==> src/rtl/conv_pkg.sv <==
// ---------------------------------------------------------------------------
// conv_pkg
// Shared definitions for the 3x3 convolution datapath (window generator and
// conv unit).
//   CONV_DATA_W        : default pixel / conv data width
//   WIN_DIM, WIN_SIZE  : window is WIN_DIM x WIN_DIM = WIN_SIZE words
//   WIN_TL/WIN_C/WIN_BR: top-left, centre and bottom-right word indices
//   win_t              : nine-word window, row-major
//   win_idx()          : (row, col) inside the window -> word index
// ---------------------------------------------------------------------------
package conv_pkg;

   localparam int CONV_DATA_W = 16;
   localparam int WIN_DIM     = 3;
   localparam int WIN_SIZE    = WIN_DIM * WIN_DIM;

   localparam int WIN_TL = 0;
   localparam int WIN_C  = 4;
   localparam int WIN_BR = 8;

   typedef logic [CONV_DATA_W-1:0] win_t [WIN_SIZE];

   function automatic int win_idx(input int r, input int c);
      return r * WIN_DIM + c;
   endfunction

endpackage

==> src/rtl/conv_line_buf.sv <==
// ---------------------------------------------------------------------------
// conv_line_buf
// One image line of storage. Read and write share one index: the read
// returns the value stored before this cycle's write (the pixel one row up),
// and the write replaces it with the pixel of the current row.
// Ports:
//   clk   : clock
//   we    : write enable (one pixel accepted)
//   addr  : column index
//   wdata : value written at addr
//   rdata : current contents at addr (combinational read)
// No reset: contents are only ever used after being rewritten in the frame.
// ---------------------------------------------------------------------------
module conv_line_buf #(
   parameter int DATA_W = 16,
   parameter int DEPTH  = 8,
   parameter int ADDR_W = 3
) (
   input  logic              clk,
   input  logic              we,
   input  logic [ADDR_W-1:0] addr,
   input  logic [DATA_W-1:0] wdata,
   output logic [DATA_W-1:0] rdata
);

   logic [DATA_W-1:0] mem [DEPTH];

   always_ff @(posedge clk) begin
      if (we) begin
         mem[addr] <= wdata;
      end
   end

   // Same-index read must see the old value, so the read is not registered.
   assign rdata = mem[addr];

endmodule

==> src/rtl/conv_window_gen.sv <==
// ---------------------------------------------------------------------------
// conv_window_gen
// Streaming 3x3 window generator. Takes a raster-order pixel stream of a
// fixed IMG_W x IMG_H frame and emits every complete 3x3 neighbourhood
// (no padding) as nine parallel words for the conv unit.
// Ports:
//   clk, rst_n           : clock, asynchronous active-low reset
//   in_valid/in_ready    : pixel handshake, in_data = pixel
//   out_valid/out_ready  : window handshake
//   win0..win8           : window, row-major (win0 top-left, win8 bottom-right)
//   frame_done           : one-cycle pulse after the last pixel is accepted
//   out_last             : (only with CONV_WIN_LAST_EN) marks the final
//                          window of a frame, travels with win*
// Optional feature macro: CONV_WIN_LAST_EN
// ---------------------------------------------------------------------------
module conv_window_gen
   import conv_pkg::*;
#(
   parameter int DATA_W = CONV_DATA_W,
   parameter int IMG_W  = 8,
   parameter int IMG_H  = 8
) (
   input  logic              clk,
   input  logic              rst_n,
   input  logic              in_valid,
   output logic              in_ready,
   input  logic [DATA_W-1:0] in_data,
   output logic              out_valid,
   input  logic              out_ready,
   output logic [DATA_W-1:0] win0,
   output logic [DATA_W-1:0] win1,
   output logic [DATA_W-1:0] win2,
   output logic [DATA_W-1:0] win3,
   output logic [DATA_W-1:0] win4,
   output logic [DATA_W-1:0] win5,
   output logic [DATA_W-1:0] win6,
   output logic [DATA_W-1:0] win7,
   output logic [DATA_W-1:0] win8,
   output logic              frame_done
`ifdef CONV_WIN_LAST_EN
   ,
   output logic              out_last
`endif
);

   localparam int COL_W = (IMG_W > 1) ? $clog2(IMG_W) : 1;
   localparam int ROW_W = (IMG_H > 1) ? $clog2(IMG_H) : 1;
   localparam logic [COL_W-1:0] COL_LAST = COL_W'(IMG_W - 1);
   localparam logic [ROW_W-1:0] ROW_LAST = ROW_W'(IMG_H - 1);

   logic [COL_W-1:0]  col_reg;
   logic [ROW_W-1:0]  row_reg;
   logic              out_valid_reg;
   logic              frame_done_reg;
   logic [DATA_W-1:0] shift_reg  [WIN_SIZE];
   logic [DATA_W-1:0] shift_next [WIN_SIZE];
   logic [DATA_W-1:0] win_reg    [WIN_SIZE];
   logic [DATA_W-1:0] new_col    [WIN_DIM];
   logic [DATA_W-1:0] lb0_rdata;
   logic [DATA_W-1:0] lb1_rdata;
   logic              accept;
   logic              win_hit;
   logic              col_end;
   logic              last_pix;

   // Single output register: a waiting window blocks input unless it is
   // being taken this very cycle.
   assign in_ready = !out_valid_reg || out_ready;
   assign accept   = in_valid && in_ready;
   assign col_end  = (col_reg == COL_LAST);
   assign last_pix = col_end && (row_reg == ROW_LAST);
   // Rows 0/1 of a frame never form a window, which also masks any stale
   // line-buffer contents left over from the previous frame.
   assign win_hit  = accept && (row_reg >= ROW_W'(2)) && (col_reg >= COL_W'(2));

   // lb0 holds row r-1, lb1 holds row r-2; lb1 is fed by lb0's old value.
   conv_line_buf #(
      .DATA_W (DATA_W),
      .DEPTH  (IMG_W),
      .ADDR_W (COL_W)
   ) u_lb0 (
      .clk   (clk),
      .we    (accept),
      .addr  (col_reg),
      .wdata (in_data),
      .rdata (lb0_rdata)
   );

   conv_line_buf #(
      .DATA_W (DATA_W),
      .DEPTH  (IMG_W),
      .ADDR_W (COL_W)
   ) u_lb1 (
      .clk   (clk),
      .we    (accept),
      .addr  (col_reg),
      .wdata (lb0_rdata),
      .rdata (lb1_rdata)
   );

   assign new_col[0] = lb1_rdata;
   assign new_col[1] = lb0_rdata;
   assign new_col[2] = in_data;

   // Shift every window row one column left and append the new column.
   generate
      for (genvar gi = 0; gi < WIN_DIM; gi++) begin : g_row
         assign shift_next[win_idx(gi, 0)] = shift_reg[win_idx(gi, 1)];
         assign shift_next[win_idx(gi, 1)] = shift_reg[win_idx(gi, 2)];
         assign shift_next[win_idx(gi, 2)] = new_col[gi];
      end
   endgenerate

   always_ff @(posedge clk or negedge rst_n) begin
      if (!rst_n) begin
         col_reg        <= '0;
         row_reg        <= '0;
         out_valid_reg  <= 1'b0;
         frame_done_reg <= 1'b0;
         for (int i = 0; i < WIN_SIZE; i++) begin
            shift_reg[i] <= '0;
            win_reg[i]   <= '0;
         end
      end else begin
         frame_done_reg <= accept && last_pix;

         if (accept) begin
            for (int i = 0; i < WIN_SIZE; i++) begin
               shift_reg[i] <= shift_next[i];
            end
            if (col_end) begin
               col_reg <= '0;
               row_reg <= (row_reg == ROW_LAST) ? '0 : row_reg + 1'b1;
            end else begin
               col_reg <= col_reg + 1'b1;
            end
         end

         if (win_hit) begin
            out_valid_reg <= 1'b1;
            for (int i = 0; i < WIN_SIZE; i++) begin
               win_reg[i] <= shift_next[i];
            end
         end else if (out_valid_reg && out_ready) begin
            out_valid_reg <= 1'b0;
         end
      end
   end

`ifdef CONV_WIN_LAST_EN
   logic out_last_reg;

   always_ff @(posedge clk or negedge rst_n) begin
      if (!rst_n) begin
         out_last_reg <= 1'b0;
      end else if (win_hit) begin
         out_last_reg <= last_pix;
      end
   end

   assign out_last = out_last_reg;
`endif

   assign out_valid  = out_valid_reg;
   assign frame_done = frame_done_reg;
   assign win0 = win_reg[WIN_TL];
   assign win1 = win_reg[1];
   assign win2 = win_reg[2];
   assign win3 = win_reg[3];
   assign win4 = win_reg[WIN_C];
   assign win5 = win_reg[5];
   assign win6 = win_reg[6];
   assign win7 = win_reg[7];
   assign win8 = win_reg[WIN_BR];

endmodule
==> config.mk <==
export PLATFORM = sky130hd
export DESIGN_NAME = conv_window_gen
export DESIGN_NICKNAME = d
export VERILOG_FILES = /design/src/rtl/conv_pkg.sv /design/src/rtl/conv_line_buf.sv /design/src/rtl/conv_window_gen.sv
export SDC_FILE = /design/constraint.sdc
export NUM_CORES = 1
export LEC_CHECK = 0
export CORE_AREA = 5 5 282 284
export CTS_CLUSTER_DIAMETER = 60
export DETAILED_ROUTE_END_ITERATION = 10
export DIE_AREA = 0 0 287 289
export GPL_TIMING_DRIVEN = 0
export PLACE_DENSITY = 0.49
export SLEW_MARGIN = 15
export SYNTH_ARGS = -nofsm -noshare
export SYNTH_HDL_FRONTEND = slang
export SYNTH_SLANG_ARGS = --single-unit
==> constraint.sdc <==
create_clock -name clk -period 5.6 [get_ports clk]
set_clock_uncertainty 0.15 [all_clocks]
set_input_delay 0.56 -clock clk [delete_from_list [all_inputs] [get_ports clk]]
set_output_delay 0.56 -clock clk [all_outputs]
set_load 0.1 [all_outputs]
After elaboration in Yosys (flattened, before gate mapping):

Memories as Yosys holds them, arrays and structs flattened.
Cells that the tools add are included.

* bits in registers: 248
* bits in latches: 0
* RAM bits: 256
* bits in read-only memories: 0
* input bits: 20
* output and inout bits: 147
* logic and storage cells: 43
* memories: 2

Memory list
* u_lb0.mem: depth 8, width 16, rd ports 1, clocked after memory_dff 0, write ports 1, RTL line conv_line_buf.sv:26 `logic [DATA_W-1:0] mem [DEPTH];`
* u_lb1.mem: depth 8, width 16, rd ports 1, clocked after memory_dff 0, write ports 1, RTL line conv_line_buf.sv:26

* add/sub/neg operators: 2
* $mul: 0
* divide/modulo/power cells: 0
* order comparisons: 2
* eq/ne operators: 2
* shift-type cells: 0
* muxes and demuxes: 6
* bitwise gates (word level): 0
* reductions and logical operators: 10

Operator list (number)
* $add A3 B1 Y3 const B: 2
* $eq A3 B3 Y1 const B: 2
* $ge A3 B2 Y1 const B: 2
* $logic_and A1 B1 Y1: 6
* $mux W3: 2
* $mux W1: 4
* $reduce_and A2 Y1: 1
* $reduce_bool A2 Y1: 1
* $logic_not A1 Y1: 1
* $logic_or A1 B1 Y1: 1

Logic depth before layout (Yosys ltp):

Gate-level depths: netlist of the first run.

* word-level depth: 6
* gate-level depth with buffers: 9
* gate-level depth less buffers: 6

By module:

A second synthesis of the first run with hierarchy kept.

* cell total of the unflattened synthesis: 984
* area, all modules: 19322.3 um2

By module, submodules not included
* conv_line_buf: times used 2, cells an instance 222, area each 4972.3 um2, seq. area each 3843.7 um2
* conv_window_gen: times used 1, cells an instance 540, area each 9377.7 um2, seq. area each 6206.0 um2

Least setup slack after synthesis of the first run:

Ideal clock, no wire load.

* path type: register to register
* start point: register out_valid_reg, in the netlist out_valid
* end point: memory u_lb0.mem[0][0] (enable)
* library setup time: 0.501 ns
* arrival: 5.053 ns
* required time: 4.949 ns
* path slack: -0.104 ns
* stages on the path, launching flop included: 6
* buffers on the path: 2
* period minus slack after synthesis: 5.704 ns
* cell sequence: dfrtp_1 nand2b_1 clkbuf_2 nand2_1 clkbuf_1 nor4_1

* cells in the longest elaborated chain, start to end: 5

RTL lines
* start: declaration: RTL line conv_window_gen.sv:53 `logic out_valid_reg;`
* start signal: assignment: RTL line conv_window_gen.sv:118 `out_valid_reg <= 1'b0;`
* start signal: assignment: RTL line conv_window_gen.sv:140 `out_valid_reg <= 1'b1;`
* start signal: assignment: RTL line conv_window_gen.sv:145 `out_valid_reg <= 1'b0;`
* $logic_not A1 Y1: RTL line conv_window_gen.sv:68 `assign in_ready = !out_valid_reg || out_ready;`
* $logic_or A1 B1 Y1: RTL line conv_window_gen.sv:68
* via in_ready: RTL line conv_window_gen.sv:26 `output logic in_ready,`
* $logic_and A1 B1 Y1: RTL line conv_window_gen.sv:69 `assign accept = in_valid && in_ready;`
* $mux W1: RTL line conv_line_buf.sv:29 `if (we) begin`
* $mux W1 (implied by the code): RTL line conv_line_buf.sv:30 `mem[addr] <= wdata;`
* end: declaration: RTL line conv_line_buf.sv:26

The timed path passes the listed nets, and every way through them passes these cells.

Final worst setup path of the first run:

* start point: register out_valid_reg, in the netlist out_valid
* end point: memory u_lb1.mem[1][6] (enable)

* cells in the longest elaborated chain, start to end: 5

RTL lines (RTL line)
* $logic_not A1 Y1: conv_window_gen.sv:68
* $logic_or A1 B1 Y1: conv_window_gen.sv:68
* $logic_and A1 B1 Y1: conv_window_gen.sv:69
* $mux W1: conv_line_buf.sv:29
* $mux W1 (implied by the code): conv_line_buf.sv:30
* end: declaration: conv_line_buf.sv:26

No other way between the ends.

==> results of run 1 <==
==> cell type report <==
class                           instances  area share (%)
Multi-Input combinational cell        575            19.2
Buffer                                 62            1.57
Clock inverter                         18           0.980
Timing Repair Buffer                  192            8.24
Sequential cell                       504            57.3
Inverter                               19           0.294
Clock buffer                           89            7.09
Tap cell                             1040            5.37
==> how the worst max path moves through the flow <==
stage	from	endpoint	slack, ps	depth (start not counted)
floorplan	out_valid$_DFFE_PN0P_	u_lb0.mem[1][0]$_DFFE_PP_	670	7
global placement	rst_n	win2[5]$_DFFE_PN0P_	-7040	1
detailed placement	out_ready	u_lb1.mem[1][6]$_DFFE_PP_	1580	10
CTS	out_valid$_DFFE_PN0P_	u_lb1.mem[1][6]$_DFFE_PP_	2160	9
global route	out_valid$_DFFE_PN0P_	u_lb1.mem[1][6]$_DFFE_PP_	2030	9
finish	out_valid$_DFFE_PN0P_	u_lb1.mem[1][6]$_DFFE_PP_	2180	9
==> metal layers <==
| metal | vias to the layer above | share of wire [%] |
|---|---|---|
| met3 | 52 | 4.9 |
| li1 | 4697 | - |
| met5 | - | 0.026 |
| met1 | 5409 | 44 |
| met2 | 216 | 49 |
| met4 | 2 | 1.8 |
==> through the flow <==
stage	hold WS (ps)	instance area, um2	setup WS, ps
6_report	312	24200	2180
5_1_grt	346	24200	2030
4_1_cts	319	24200	2160
3_5_place_dp	309	22300	1580
3_3_place_gp	303	21900	-7040
2_1_floorplan	114	18900	669
==> worst max-delay path: cells and delay by family (launching register included) <==
family / cells / cell delay [ps]
buffers and inverters: 5 / 1250
and+or+nand+nor: 4 / 1270
DFF: 1 / 410
==> logic make-up (layout without fill, tap and decap cells) <==
| logic type | count (synthesis) | after routing | share of synthesized area [%] |
|---|---|---|---|
| and+or+nand+nor | 288 | 288 | 6.03 |
| buffers and inverters | 81 | 380 | 2.39 |
| AOI/OAI and AO/OA | 73 | 73 | 1.98 |
| muxes | 208 | 208 | 15.8 |
| DFF | 504 | 504 | 73.4 |
| adders and majority gates | 6 | 6 | 0.396 |
==> what timing repair did <==
item                                   4_1_cts  5_1_grt
endpoints found under the hold margin       62        0
setup buffers                                0        0
hold buffers                                 1        0
==> layout by cell type (no fill, tap or decap), types with 27 or more instances in the layout <==
cell,netlist,final
edfxtp_1,256,256
clkdlybuf4s50_1,0,165
mux4_2,62,62
mux2i_1,33,33
mux2_1,86,86
clkbuf_1,24,41
nand2_1,266,266
clkbuf_16,0,59
dfrtp_1,248,248
mux2_2,27,27
o21ai_0,67,67
==> results, run 1 <==
- In this run the worst path has a maximum fanout of 10.
- The worst register-to-register path has a depth of 9.
- The flow ran to the end, and the final reports show no timing, DRC or antenna violations.
- The number of nets produced by synthesis is around 1,200.
- The final-report hold violation count was 0.
- The final layout contains routed wiring with a total length of 49,600 um.
- The required time of the critical path is 5740 ps.
- The register cell area after layout is 13,900 um2.
- The routability congestion estimate from global placement is roughly 0.73.
- The first TritonRoute pass finished after 4 iterations.
- The worst register-to-register path begins at out_valid$_DFFE_PN0P_.
- The per-instance average area after synthesis is 16.3 um2.
- Counting the fill cells in the layout gives around 7,600.
- The via count is 10,400.
- The total core area is between 70,000 and 80,000 um2.
- The worst-margin pin slew is 1120 ps.
- The primary flip-flop cell chosen by synthesis mapping is edfxtp_1.
- The post-route netlist has around 17% of its cells at a drive strength greater than 1.
- The number of clock sinks seen by CTS is roughly 500.
- The area fraction of the dominant cell type after synthesis is around two fifths.
- At the end of the flow, the number of nets in the layout was approximately 1,400.
- The global router's overall resource usage is 11.8%.
- The y dimension of the die is about 290 um.
- The final design utilization is approximately a third.
- The number of buffers on the longest clock path is 3.
- The library cell contributing the largest single delay on the critical path is nor3_2.
- The part of the cycle the worst path needs is 61.1%.
- The post-detailed-route count of antenna-violating nets is 0.
- Dividing the detail-routed wire length by the instance count gives 19.8 um.
- The worst path needs between 3000 and 4000 ps of the cycle, external delays included.
- The count of placed standard cells including taps is approximately 2,400.
- The cell sitting at the root of the clock tree is a clkbuf_16.
- Max-cap violations in this run came to 0.
- Once the clock tree was built, the resizer swapped 0 gates to a different size.
- The synthesized netlist occupies a cell area of approximately 19,000 um2.
- Based on the critical path, the design can be clocked at up to just under 300 MHz.
- The number of standard cells after synthesis is 1,160.
- After the first detailed-routing iteration, the DRC count stood at between 600 and 700.
- Setup violations remaining at the end of the flow were counted as 0.
- The clock slew at the register clock pins of the worst setup and hold paths is 60 ps.
- The effective utilization at floorplan is 24.6%.
- The width of the die is 287 um.
- Summed over all instances, the cell type with the most area after synthesis is edfxtp_1.
- The worst setup path is of the reg -> reg kind.
- Setup slack on the worst reg-to-reg path comes out at ~2200 ps.
- The met1 usage is 15.7%.
- In this run, distinct cell masters in the synthesized netlist total 33.
- During synthesis, Yosys emitted a total of 0 warnings.
- The count of buffers from port buffering is 166.
- The endpoint of the worst-slack reg-to-reg timing path is u_lb1.mem[1][6]$_DFFE_PP_.
- The data arrival at the endpoint of the critical path is around 3600 ps.
- After detailed routing, the number of remaining DRC violations is 0.
- In this run the tightest slew margin relative to its limit is between 20% and 30%.
- The multi-input combinational cell area is around 4600 um2.
- The number of flops mapped to enable cells by yosys is 256.
- The number of antenna violations at the first check in global routing came to 5.
- For met2 alone, demand over resource in global routing was roughly 20%.
- The worst setup path is launched from a flip-flop.
- The sum of negative setup slack is 0 ps.
- Clock tree synthesis inserted a total of 57 buffers.
- Row generation in the floorplan step produced 102 rows.
- The critical path capture point type is a flip-flop.
- In this run the most used layer during global routing was met2.
- The H-tree generated during clock tree synthesis spans 2 levels.
- The layout-stage area growth over the synthesis result is 28.1%.
- The final HPWL from detailed placement is 34,900 um.
- Setup repair after global routing left no endpoint under its margin.
- The share of synthesized area occupied by flip-flops and latches is between 70% and 80%.
- The floorplan die area is slightly above 80,000 um2.
- Synthesis inferred between 500 and 600 register bits.
- For this run the aggregate overflow at the end of global routing stands at 0.
- The total inserted antenna cells is 0.
- Entering global routing, the biggest net connects 104 pins.
- The first global-routing pass estimated between 70,000 and 80,000 um of wire.
- The async set-reset flop share out of synthesis is 49.2%.
- The via count of the first global-routing pass is between 10,000 and 15,000.
- The commonest cells after synthesis are 266 x nand2_1, 256 x edfxtp_1, 248 x dfrtp_1, 86 x mux2_1, 67 x o21ai_0.
- TritonCTS built the clock tree.
- The critical path goes through nand2b_1 -> clkbuf_2 -> and2_1 -> clkbuf_1 -> buf_2 -> nand2_1 -> nor3_2 -> buf_6 -> buf_6.
- The delay contributed by the slowest stage of the critical path is around 750 ps.
- The cell that appears most often on the critical path is buf_6.
- Ranked by total cell area, the synthesized netlist is headed by edfxtp_1 41%, dfrtp_1 33%, mux4_2 7.4%, nand2_1 5.3%, mux2_1 5.1%.
- The clock latency at the later pin of the worst-skew pair is 640 ps.
- The final-report max-slew violation count is 0.
- The fraction of met3 tracks used by global routing is about 2.3%.
- In the routed layout, each cell is associated on average with a via count of 4.15.
- For this design the top-level I/O count stands at ~170.
- The most frequent cell after synthesis is nand2_1.
- The path class of the tightest hold or removal check is in -> async.
- Excluding fillers, the count of instances in the completed layout stands at 2,499.
Power of run 1 is left out: the tool's default activity adds up to more than one toggle a clock period on the data nets, which glitch-free logic cannot reach.
==> inputs of run 2 (changes only) <==
clock period = 3.6 ns   (was 5.6 ns; I/O delays follow)
==> run 2 against run 1 <==
Effect of this change:
- core utilization rose by 0.15 points
- maximum frequency rose by 0.94%
- hold slack worse by 150 ps
- critical path type unchanged
- final area is 0.49% higher
- first-iteration DRC count shrank 17%
- die area is the same
- global-route usage down 0.053 points
- final cell count down 0.16%
- largest cell class unchanged
- wire length decreased by 0.56%
- highest routed layer is now met4
- critical path depth is the same
==> results, run 2 (same netlist as run 1, synthesis figures left out) <==
- At the pin with the least slew margin, the transition time is ~1100 ps.
- The TritonCTS clock tree is built.
- Across all register-to-register paths, the minimum setup slack is between 200 and 250 ps.
- The first-pass GRT wire length is 73,400 um.
- The final-report hold violation count came to 0.
- For this configuration, the core starts out at a cell density of between 20% and 30%.
- Global routing consumed, over all layers together, between 10% and 20% of the routing resources.
- The via count of the first global-routing pass is roughly 11,000.
- The worst hold margin is around 160 ps.
- The tree is rooted in a clkbuf_16.
- Walking the worst path, the cells encountered are nand2b_1 -> clkbuf_4 -> and2_1 -> clkbuf_1 -> buf_2 -> nand2_1 -> nor3_4 -> buf_8 -> buf_8.
- Setup violations remaining at the end of the flow were counted as 0.
- The most common cell after layout, fill and taps aside is nand2_1.
- The kind of cell with the highest combined delay along the critical path is buffers and inverters.
- At the worst endpoint, the arrival time is between 3000 and 4000 ps.
- The worst register-to-register path begins at out_valid$_DFFE_PN0P_.
- The share of post-route cells with drive strength above 1 is between 10% and 20%.
- The worst setup path category is reg -> reg.
- The biggest fanout along the worst timing path is 12.
- The number of buffers and inverters on the critical path is 5.
- The clock period could shrink to between 3000 and 4000 ps.
- The number of iterations in the first detailed-routing pass is 4.
- The number of cells on the worst reg-to-reg path is 9.
- The number of antenna violations at the first check in global routing is 4.
- The routed wire length is ~49,000 um.
- The count of cell instances traversed by the critical path is 9.
- Timing would allow up to 295 MHz.
- The count of nets after finishing is approximately 1,400.
- The floorplan step defined a die boundary enclosing roughly 83,000 um2.
- For the worst-skew pair, the clock arrives at the later sink with an insertion delay of roughly 630 ps.
- The largest individual stage delay along the critical path comes from the cell nor3_4.
- The number of design-rule violations left by the first detailed-router iteration is between 500 and 600.
- The flow ran to the end, and the final reports show no timing, DRC or antenna violations.
- The endpoint of the worst-slack reg-to-reg timing path is u_lb1.mem[1][8]$_DFFE_PP_.
- The max capacitance violation total is 0.
- The congestion estimate from routability-driven global placement came to approximately 0.73.
- The DRC violations left is 0.
- Counting along the longest clock path gives a buffer depth of 3.
- The total core area is around 77,000 um2.
- The most used cell along the critical path is buf_8.
- Dividing the detail-routed via count by the number of cells gives about 4.1.
- For this design, the sink count on the clock tree is ~500.
- The row count is around 100.
- The y dimension of the die is about 290 um.
- Dividing the final minimum period by the clock period gives 94.2%.
- CTS built an H-tree with a depth of 2.
- The number of top-level design ports is around 170.
- Tracing the worst setup path back leads to its startpoint at out_valid$_DFFE_PN0P_.
- STA classifies the critical path endpoint as a flip-flop.
- The post-detailed-route count of antenna-violating nets is 0.
- After global routing the overflow that remains totals 0.
- In the layout the commonest cells are 266 x nand2_1, 256 x edfxtp_1, 248 x dfrtp_1, 165 x clkdlybuf4s50_1, 86 x mux2_1.
- The maximum number of pins on one net before global-route repair is 94.
- The worst hold path belongs to the class in -> async.
- The width of the die is about 290 um.
- The worst setup path is launched from a flip-flop.
- In this run the worst setup path terminates at u_lb1.mem[1][8]$_DFFE_PP_.
- The final HPWL from detailed placement is between 30,000 and 40,000 um.
- Setup repair after global routing left no endpoint under its margin.
- The area growth from synthesis to layout is 28.7%.
- Port buffering added between 150 and 200 buffers.
- Counting the buffers created by CTS gives between 50 and 60.
- The final-report max-slew violation count is 0.
- The largest single stage delay on the critical path is 690 ps.
- Clock-pin slew was measured on the worst setup and hold paths at 60 ps.
- The via count is slightly above 10,000.
- The normalized max-slew margin is around 22%.
- The required time of the critical path is between 3000 and 4000 ps.
- The count of cells resized by post-cts repair is 0.
- Dividing the detail-routed wire length by the instance count gives between 15 and 20 um.
-- run 2: cell types whose count changed in the layout (fill, tap and decap cells not counted), moves of 4 or more --
cell / before / now
buf_6: 25 / 17
nor3_2: 4 / 0
nor3_4: 0 / 4
buf_4: 14 / 6
clkbuf_1: 41 / 36
buf_8: 2 / 12
clkinv_2: 4 / 8
-- run 2: through the flow --
stage	area [um2]	TNS [ps]	worst slack [ps]	utilization [%]	cells
finish	24400	0	208	31.7	2495
global route	24400	0	13.7	31.7	2494
CTS	24400	0	134	31.7	2494
detailed placement	22400	-3020	-222	29.1	2386
global placement	21900	-2625710	-8850	28.6	2366
floorplan	19000	-38260	-292	-	1160
-- run 2: cell type report --
class | instances | area [um2]
Fill cell | 7567 | 52500
Sequential cell | 504 | 13900
Multi-Input combinational cell | 575 | 4670
Timing Repair Buffer | 187 | 2040
Clock buffer | 85 | 1710
Tap cell | 1040 | 1300
Buffer | 62 | 383
Clock inverter | 22 | 289
Inverter | 19 | 71.3
Antenna cell | 1 | 2.50
-- run 2: per-layer routing --
metal  GRT usage [%]  vias up  share of wire, %
met5               0        -                 0
met4            3.37        0               2.3
met3            2.23       74               4.6
met2            20.5      217                50
met1            15.1     5362                43
li1                -     4688                 -
-- run 2: what timing repair did --
item / in CTS / in global routing
hold buffers: 1 / 0
endpoints found under the hold margin: 89 / 0
setup buffers: 0 / 0
-- run 2: worst reg2reg max path, stage by stage (launching register included) --
cell and delay (ps):
dfrtp_1 410, nand2b_1 80, clkbuf_4 180, and2_1 140
clkbuf_1 290, buf_2 360, nand2_1 300, nor3_4 690
buf_8 260, buf_8 190
-- run 2: how the worst min path moves through the flow --
stage / endpoint / startpoint / slack [ps] / depth (start not counted)
after global placement: shift_next[142]$_DFFE_PN0P_ / shift_next[142]$_DFFE_PN0P_ / 300 / 2
after floorplan: col_reg[0]$_DFFE_PN0P_ / rst_n / -90 / 0
after CTS: win3[3]$_DFFE_PN0P_ / rst_n / 180 / 2
after global routing: win3[7]$_DFFE_PN0P_ / rst_n / 210 / 2
after detailed placement: win3[7]$_DFFE_PN0P_ / rst_n / 270 / 1
final: win3[7]$_DFFE_PN0P_ / rst_n / 160 / 2
Power of run 2 is left out for the same reason.
==> inputs of run 3 (changes only) <==
clock period = 4.21 ns   (was 3.6 ns; I/O delays follow)
==> run 3 against run 2 <==
Effect of this change:
- count of clock-buffer cells in the layout shrank 6
- sequential share of layout area shrank 0.14 points
- core utilization increased by 0.078 points
- final cell count is 0.36% higher
- worst setup slack improved by 710 ps
==> results, run 3 (same netlist as run 1, synthesis figures left out) <==
- In the layout the commonest cells are 266 x nand2_1, 256 x edfxtp_1, 248 x dfrtp_1, 165 x clkdlybuf4s50_1, 86 x mux2_1.
- Of the available clock period, the critical path in the final layout requires between 70% and 80%.
- The count of nets after finishing is between 1,000 and 1,500.
- Including well taps, the total number of placed cells is about 2,400.
- The region available for standard cell placement spans around 77,000 um2.
- The setup slack of the worst register-to-register path is roughly 900 ps.
- The critical path contains buffers and inverters numbering 3 combined.
- Along the worst path, the maximum fanout reaches 10.
- The maximum number of pins on one net before global-route repair is between 100 and 150.
- The flow ran to the end, and the final reports show no timing, DRC or antenna violations.
- The global router's overall resource usage is around an eighth.
- Clock-pin slew was measured on the worst setup and hold paths at about 60 ps.
- The routed layout has approximately 10,000 vias.
- Dividing the detail-routed wire length by the instance count gives approximately 20 um.
- After the first detailed-routing iteration, the DRC count stood at roughly 780.
- The die covers a little over 80,000 um2.
- The routed wire length is about 49,000 um.
- The final-report hold violation count is 0.
- The signal on the critical path passes through buf_6 -> clkbuf_1 -> mux4_2 -> mux2i_1 -> inv_1.
- The y dimension of the die is roughly 290 um.
- The worst path needs around 3300 ps of the cycle, external delays included.
- The number of buffers on the longest clock path is 3.
- In this run the worst hold path is classified as in -> async.
- The via count of the first global-routing pass came to ~11,000.
- The clock latency at the later pin of the worst-skew pair is a little over 600 ps.
- The number of iterations in the first detailed-routing pass is 5.
- Counting buffers and inverters, the worst setup path is 5 cells deep.
- The total inserted antenna cells is 0.
- STA classifies the critical path startpoint as a flip-flop.
- The count of cells in the finished layout, fillers not included, comes to approximately 2,500.
- The worst setup path category is reg -> reg.
- The number of antenna violations at the first check in global routing is 2.
- Across the run, the number of max-cap violations was 0.
- TritonCTS built the clock tree.
- OpenSTA, run right after detailed placement, puts the worst setup slack at 449 ps.
- The share of post-route cells with drive strength above 1 is ~18%.
- At the end of routability-driven placement, the weighted congestion stood at 0.729.
- After floorplanning, the core was divided into approximately 100 placement rows.
- Counting the buffers created by CTS gives 59.
- Setup repair after global routing left no endpoint under its margin.
- Dividing the detail-routed via count by the number of cells gives between 4 and 5.
- The HPWL after detailed placement is ~35,000 um.
- The most common cell after layout, fill and taps aside is nand2_1.
- For the worst setup path, the data required time is between 4000 and 5000 ps.
- The worst-margin pin slew is 1110 ps.
- Gates resized during post-CTS repair numbered 0.
- After layout, the worst setup slack is a little over 900 ps.
- The post-detailed-route count of antenna-violating nets is 0.
- The critical path capture point type is a flip-flop.
- The number of top-level design ports is 167.
- The library cell contributing the largest single delay on the critical path is mux2i_1.
- Broken down by cell family, the worst path's largest delay share belongs to multiplexers.
- The startpoint identified for the worst register-to-register timing path is col_reg[2]$_DFFE_PN0P_.
- The width of the die is 287 um.
- The initial utilization of the core area, before any placement, comes to between 20 and 25%.
- Registers take approximately 14,000 um2.
- The count of buffers from port buffering is approximately 170.
- The filler cell count is about 7,600.
- After detailed routing, the number of remaining DRC violations is 0.
- In this run the critical register-to-register path is captured at u_lb1.mem[4][6]$_DFFE_PP_.
- Static timing analysis puts the maximum clock frequency at just over 300 MHz.
- Measured against its own limit, the worst slew margin works out to 23.8%.
- For the worst setup path, the data arrival time is between 3000 and 4000 ps.
- Counting every sink on the clock net gives slightly above 500.
- Counting cells, the worst reg-to-reg path comes to 5.
- The first-pass GRT wire length is 74,000 um.
- The remaining global-route overflow is 0.
- After clock tree synthesis, the setup repair step added 0 buffers.
- Summing all multi-input logic gate instances after layout gives 4660 um2.
- The library cell used as clock root buffer is clkbuf_16.
- From synthesis to final layout, the design area changed by 29.0%.
- The deepest level of the CTS H-tree is 2.
- The delay contributed by the slowest stage of the critical path is 880 ps.
- The final-report max-slew violation count is 0.
- The setup-violating endpoint count in the final report is 0.
==> run 3: changes by cell type in the layout (fill, tap and decap cells not counted), moves of 3 or more <==
cell	delta
buf_8	-9
buf_6	+7
clkbuf_8	-5
buf_4	+4
clkbuf_1	-4
clkinv_1	+3
inv_4	+3
==> run 3: worst register-to-register path: stages, from the launching register on <==
cell and delay, ps:
dfrtp_1 360, buf_6 160, clkbuf_1 600, mux4_2 430
mux2i_1 880, inv_1 340
==> run 3: what timing repair did <==
| action | CTS | global route |
|---|---|---|
| hold buffers | 1 | 0 |
| endpoints found under the setup margin | 0 | 0 |
| endpoints found under the hold margin | 55 | 0 |
==> run 3: layout make-up <==
class	instances	share of cell area (%)
buffer	62	1.56
clock buffer	79	6.91
clock inverter	33	1.41
inverter	19	0.292
multi-input combinational	575	19.1
sequential	504	56.9
tap	1040	5.33
timing repair buffer	192	8.55
==> run 3: metrics by stage <==
stage                     utilization, %  cell area, um2  hold WS (ps)  TNS [ps]
final                               31.8           24400           154         0
after CTS                           31.8           24400           152         0
after detailed placement            29.1           22400           231         0
after floorplan                        -           19000         -24.6    -46800
after global routing                31.8           24400           189         0
after global placement              28.5           21900           303  -2497970
==> run 3: worst max path at each step <==
| stage | start | to | slack, ps |
|---|---|---|---|
| 2_1_floorplan | out_valid$_DFFE_PN0P_ | u_lb0.mem[2][0]$_DFFE_PP_ | -660 |
| 3_3_place_gp | rst_n | win2[5]$_DFFE_PN0P_ | -8190 |
| 3_5_place_dp | out_ready | u_lb1.mem[7][6]$_DFFE_PP_ | 450 |
| 4_1_cts | col_reg[2]$_DFFE_PN0P_ | u_lb1.mem[7][7]$_DFFE_PP_ | 800 |
| 5_1_grt | out_valid$_DFFE_PN0P_ | u_lb1.mem[7][6]$_DFFE_PP_ | 770 |
| 6_report | col_reg[2]$_DFFE_PN0P_ | u_lb1.mem[4][6]$_DFFE_PP_ | 910 |
==> run 3: metal layers <==
layer  track usage, %  wire, um  vias to the layer above
li1                 -         -                     4706
met1             16.0     21800                     5458
met2             20.2     24400                      213
met3             1.88      2160                       75
met4             3.21      1050                        0
met5                0         0                        -
Power of run 3 is left out for the same reason.
